## config.mk

```make
export PLATFORM = sky130hd
export DESIGN_NAME = wall_follower
export DESIGN_NICKNAME = d
export VERILOG_FILES = /design/src/rtl/wall_follower.sv
export SDC_FILE = /design/constraint.sdc
export NUM_CORES = 1
export LEC_CHECK = 0
export CAP_MARGIN = 20
export CORE_MARGIN = 2
export CORE_UTILIZATION = 35
export DETAILED_ROUTE_END_ITERATION = 8
export PLACE_DENSITY = 0.54
export RECOVER_POWER = 25
export SYNTH_ARGS = -nofsm -noshare
export SYNTH_HDL_FRONTEND = slang
export SYNTH_SLANG_ARGS = --single-unit
```

## constraint.sdc

```tcl
create_clock -name clk -period 1.6 [get_ports clk]
set_clock_uncertainty 0.05 [all_clocks]
set_input_delay 0.16 -clock clk [delete_from_list [all_inputs] [get_ports clk]]
set_output_delay 0.16 -clock clk [all_outputs]
set_load 0.01 [all_outputs]
```

## src/rtl/wall_follower.sv

```systemverilog
// rtl/wall_follower.sv - debounced wall-following controller with minimum rotation and search timeout

module wall_follower_debounce #(
    parameter int DEB_CYCLES = 2,
    parameter int CW         = 2
) (
    input  logic clk,
    input  logic reset,
    input  logic raw,
    output logic filt
);
    localparam logic [CW-1:0] DEB_LAST = CW'(DEB_CYCLES - 1);

    logic [CW-1:0] run;

    // run counts consecutive samples disagreeing with the filtered value
    always_ff @(negedge clk) begin
        if (reset) begin
            run  <= '0;
            filt <= 1'b0;
        end else if (raw == filt) begin
            run <= '0;
        end else if (run == DEB_LAST) begin
            filt <= raw;
            run  <= '0;
        end else begin
            run <= run + CW'(1);
        end
    end
endmodule

module wall_follower #(
    parameter int DEB_CYCLES     = 2,
    parameter int ROT_MIN        = 4,
    parameter int SEARCH_TIMEOUT = 16
) (
    input  logic       clk,
    input  logic       reset,
    input  logic       enable,
    input  logic       head,
    input  logic       side,
    input  logic       side_sel,
    output logic       front,
    output logic       rotate,
    output logic       rot_dir,
    output logic       lost,
    output logic [2:0] state
);
    localparam int MAX_A = (ROT_MIN > SEARCH_TIMEOUT) ? ROT_MIN : SEARCH_TIMEOUT;
    localparam int MAX_V = (MAX_A > DEB_CYCLES) ? MAX_A : DEB_CYCLES;
    localparam int CW    = $clog2(MAX_V + 1);

    localparam logic [CW-1:0] CNT_MAX  = '1;
    localparam logic [CW-1:0] ROT_LAST = CW'(ROT_MIN - 1);
    localparam logic [CW-1:0] TO_LAST  = CW'(SEARCH_TIMEOUT - 1);

    typedef enum logic [2:0] {
        IDLE    = 3'd0,
        SEARCH  = 3'd1,
        FOLLOW  = 3'd2,
        ROTATE  = 3'd3,
        TURN_IN = 3'd4
    } state_t;

    state_t        state_q;
    state_t        state_d;
    logic [CW-1:0] cnt;
    logic          side_q;
    logic          lost_d;
    logic          h_f;
    logic          s_f;

    wall_follower_debounce #(.DEB_CYCLES(DEB_CYCLES), .CW(CW)) u_deb_head (
        .clk   (clk),
        .reset (reset),
        .raw   (head),
        .filt  (h_f)
    );

    wall_follower_debounce #(.DEB_CYCLES(DEB_CYCLES), .CW(CW)) u_deb_side (
        .clk   (clk),
        .reset (reset),
        .raw   (side),
        .filt  (s_f)
    );

    always_ff @(negedge clk) begin
        if (reset) begin
            state_q <= IDLE;
            cnt     <= '0;
            side_q  <= 1'b0;
            lost    <= 1'b0;
        end else begin
            state_q <= state_d;
            lost    <= lost_d;
            if (state_q == IDLE) begin
                side_q <= side_sel;
            end
            if (state_d != state_q) begin
                cnt <= '0;
            end else if (cnt != CNT_MAX) begin
                cnt <= cnt + CW'(1);
            end
        end
    end

    always_comb begin
        state_d = state_q;
        lost_d  = 1'b0;
        if (!enable) begin
            state_d = IDLE;
        end else begin
            case (state_q)
                IDLE: state_d = SEARCH;
                SEARCH: begin
                    if (h_f) begin
                        state_d = ROTATE;
                    end else if (s_f) begin
                        state_d = FOLLOW;
                    end else if (cnt == TO_LAST) begin
                        state_d = ROTATE;
                        lost_d  = 1'b1;
                    end
                end
                FOLLOW: begin
                    if (h_f) begin
                        state_d = ROTATE;
                    end else if (!s_f) begin
                        state_d = TURN_IN;
                    end
                end
                ROTATE: begin
                    if (cnt >= ROT_LAST && !h_f && s_f) begin
                        state_d = FOLLOW;
                    end
                end
                TURN_IN: begin
                    // an obstacle ahead aborts the turn regardless of the minimum time
                    if (h_f) begin
                        state_d = ROTATE;
                    end else if (cnt >= ROT_LAST) begin
                        state_d = s_f ? FOLLOW : SEARCH;
                    end
                end
                default: state_d = IDLE;
            endcase
        end
    end

    always_comb begin
        front   = 1'b0;
        rotate  = 1'b0;
        rot_dir = 1'b0;
        case (state_q)
            SEARCH, FOLLOW: front = 1'b1;
            ROTATE: begin
                rotate  = 1'b1;
                rot_dir = ~side_q;
            end
            TURN_IN: begin
                rotate  = 1'b1;
                rot_dir = side_q;
            end
            default: ;
        endcase
    end

    assign state = state_q;
endmodule

```

==> impl_metrics.csv <==
group,metric,value,unit
critical_path,path_class,"reg2out",
final_layout,diodes,0,
final_layout,fill_cells,293,
clocking,cts_tree,"built",
clocking,clk_latency,0.40,ns
route,dr.pass1.iters,4,
final_layout,fin_util,59.9,%
clocking,numCtsBuffers,3,
yosys,ys_seq_area_share,37.6,%
critical_path,r2r_slack,-0.24,ns
clocking,cts.sinks,22,
clocking,clock_path_buffers,2,
place,placed_area,1540,µm²
critical_path,r2r-start,"state[0]",
floorplanning,design.die.area,3820,µm²
place,dp_cells,203,
route,wl,2930,µm
route,via_per_inst,4.84,
critical_path,critPathArrivalTime,2.19,ns
global_route,grt_overflow,0,
floorplanning,fp.dieH,61.8,µm
floorplanning,core-area,3130,µm²
yosys,synth_edf_count,0,
critical_path,cp_slowest_cell,"or3b_4",
yosys,syn_area_per_cell,8.86,µm²
timing,tightest_slew,0.472,ns
status,violations,"setup timing",
floorplanning,ios,13,
yosys,netlist_area,1170,µm²
route,first_iter_violations,17,
timing,finalHoldViolations,0,
critical_path,critPathCaptureType,"output pin",
global_route,grt_pass1_vias,1059,
floorplanning,die_w,61.8,µm
route,via_count,1147,
power,powerDensity,695,nW/µm²
critical_path,r2r-end,"cnt[4]",
final_layout,layout.nets,207,
global_route,grt_pass1_wl,4440,µm
yosys,yosysWarnings,0,
final_layout,final_design_area_no_fill,1870,µm²
place,dp_hpwl,1860,µm
global_route,antenna_found_initial,0,
critical_path,slowest_delay,0.40,ns
timing,setup_viol,14,
yosys,ys_ff_latch,22,
status,outcome,"finished with violations",
timing,setup_ws,-0.801,ns
global_route,track_usage,16.1,%
route,wire_per_inst,12.3,µm
min_path,min_from,"u_deb_side.run[0]",
yosys,synth_fp_nets,145,
clocking,path_clk_slew,0.04,ns
timing,relSlewSlack,68.1,%
place,gp_congestion,0.782,
power,p_leak,0.820,nW
final_layout,area_growth_syn_to_layout,60.1,%
yosys,synth-main-ff-cell,"dfxtp_1",
route,drc,0,
power,power,1.30,mW
timing,drv_slew,0,
critical_path,reg2reg_depth,8,
critical_path,cp_cell_sequence,"or3b_4, mux2i_4, buf_2",
global_route,grt_start_max_net_pins,14,
place,place_ws,-1.06,ns
power,max-vdd-ir-drop,0.000380,V
yosys,synth_cell_types,35,
min_path,hold-path-endpoint,"u_deb_side.run[0]",
route,final_antenna_net_count,0,
min_path,hold_depth,1,
clocking,cts_max_level,1,
flow_run,drv_cap,0,
place,numPortBuffers,12,
yosys,netlist_instances,132,
clocking,cts_root_buf,"clkbuf_4",
final_layout,fin_cells,237,
critical_path,critPathRequiredTime,1.39,ns
floorplanning,start_util,37.4,%
final_layout,final_layout_size_suffix_gt1_share,36.8,%
timing,grt_setup_unrepaired,"true",
critical_path,path_max_fanout,3,
floorplanning,rows,20,
critical_path,worstSetupStartpointType,"flip-flop",
yosys,synth-async-reset-ratio,0,%
min_path,hold_class,"reg2reg",
-- flip-flops by register name (all words and copies together), names as in the netlist --
| signal | flops |
|---|---|
| u_deb_side.filt | 1 |
| lost | 1 |
| u_deb_head.run | 5 |
| u_deb_side.run | 5 |
| cnt | 5 |
| side_q | 1 |
| u_deb_head.filt | 1 |
| state | 3 |
-- cell usage after synthesis (all sizes together), types with 2 or more instances --
library cell / count / area (µm²)
inv: 6 / 22.5
or3b: 2 / 17.5
nor2b: 2 / 12.5
nand3: 5 / 25.0
nand2b: 3 / 18.8
nand2: 4 / 15.0
or3: 3 / 18.8
o21a: 2 / 15.0
nor2: 17 / 63.8
clkbuf: 3 / 11.3
mux2i: 5 / 50.1
dfxtp: 22 / 440
xnor2: 7 / 61.3
a21oi: 8 / 40.0
nor3: 4 / 20.0
nor4b: 2 / 17.5
buf: 3 / 21.3
xor2: 5 / 43.8
nor4: 8 / 56.3
nand3b: 3 / 22.5
ha: 7 / 87.6
-- worst max path at each step --
stage | slack, ns | start | endpoint | depth (start not counted)
CTS | -0.82 | state[2] | rot_dir | 3
global route | -0.86 | state[0] | rot_dir | 3
finish | -0.80 | state[2] | rot_dir | 3
floorplan | -0.33 | state[0] | rot_dir | 2
global placement | -0.98 | enable | cnt[2] | 6
detailed placement | -1.06 | enable | cnt[4] | 6
-- per-stage QoR --
stage,hold WS [ns],TNS [ns]
after floorplan,0.383,-2.15
after detailed placement,0.411,-17.46
final,0.413,-5.24
after global placement,0.396,-17.09
after global routing,0.430,-6.04
after CTS,0.422,-5.00
-- cells by family (layout without fill, tap and decap cells) --
group	after synthesis	count (layout)	synth area share (%)
and+or+nand+nor	58	58	28.0
DFF	22	22	37.6
AOI/OAI and AO/OA	16	16	8.88
xor gates and xnor gates	12	12	8.98
buffers and inverters	12	73	4.71
adders and majority gates	7	7	7.49
muxes	5	5	4.28
-- repair_timing --
| item | in CTS | in global routing |
|---|---|---|
| hold buffers | 0 | 0 |
| gates resized for setup | 57 | 16 |
| setup buffers | 5 | 5 |
| setup endpoints to repair | 26 | 17 |
| pin swaps | 10 | 6 |
-- power by group --
part	switching (mW)	leakage (nW)	total (mW)	internal, mW
sequential	0.0208	0.181	0.590	0.569
combinational	0.101	0.504	0.207	0.106
clock	0.335	0.135	0.504	0.168
-- final cells by class --
class	instances	area [µm²]	area share, %
multi-input combinational	98	876	46.8
sequential	22	447	23.8
timing repair buffer	42	358	19.1
clock inverter	23	88.8	4.74
tap	44	55.1	2.94
inverter	5	26.3	1.40
clock buffer	3	22.5	1.20
-- metal layers --
layer  track usage, %  vias to the layer above  wire length (µm)
met5                0                        -                 0
met1             17.9                      530              1300
met2             25.4                       29              1450
li1                 -                      584                 -
met4             10.3                        0                41
met3             6.42                        4               133
-- cells in the final DEF, fill, tap and decap left out, types with 2 or more instances in the layout --
cell type      Yosys  routed
nor4b_1            2       2
dlygate4sd2_1      0       3
or3b_4             0       2
nor2_1            17      17
nor3_1             4       3
mux2i_1            5       4
nor2b_1            2       2
dfxtp_2            0       5
ha_1               7       5
xnor2_1            7       7
ha_4               0       2
nor4_4             0       6
dfxtp_1           22      17
nand2_1            4       3
buf_4              0      21
nand3_1            5       5
buf_6              1      10
a21oi_1            8       7
nand2b_1           3       3
nand3b_1           3       3
xor2_1             5       5
or3_1              3       2
clkbuf_4           0       3
nor4_2             1       2
buf_2              2       4
inv_1              6      26
-- worst max-delay path, delay by kind of cell (launching register included) --
family | cells | cell delay [ns]
AND/OR/NAND/NOR | 1 | 0.40
multiplexers | 1 | 0.13
flip-flops | 1 | 0.32
buffers and inverters | 1 | 0.15
Note: power is estimated with default switching activity, not from simulation.
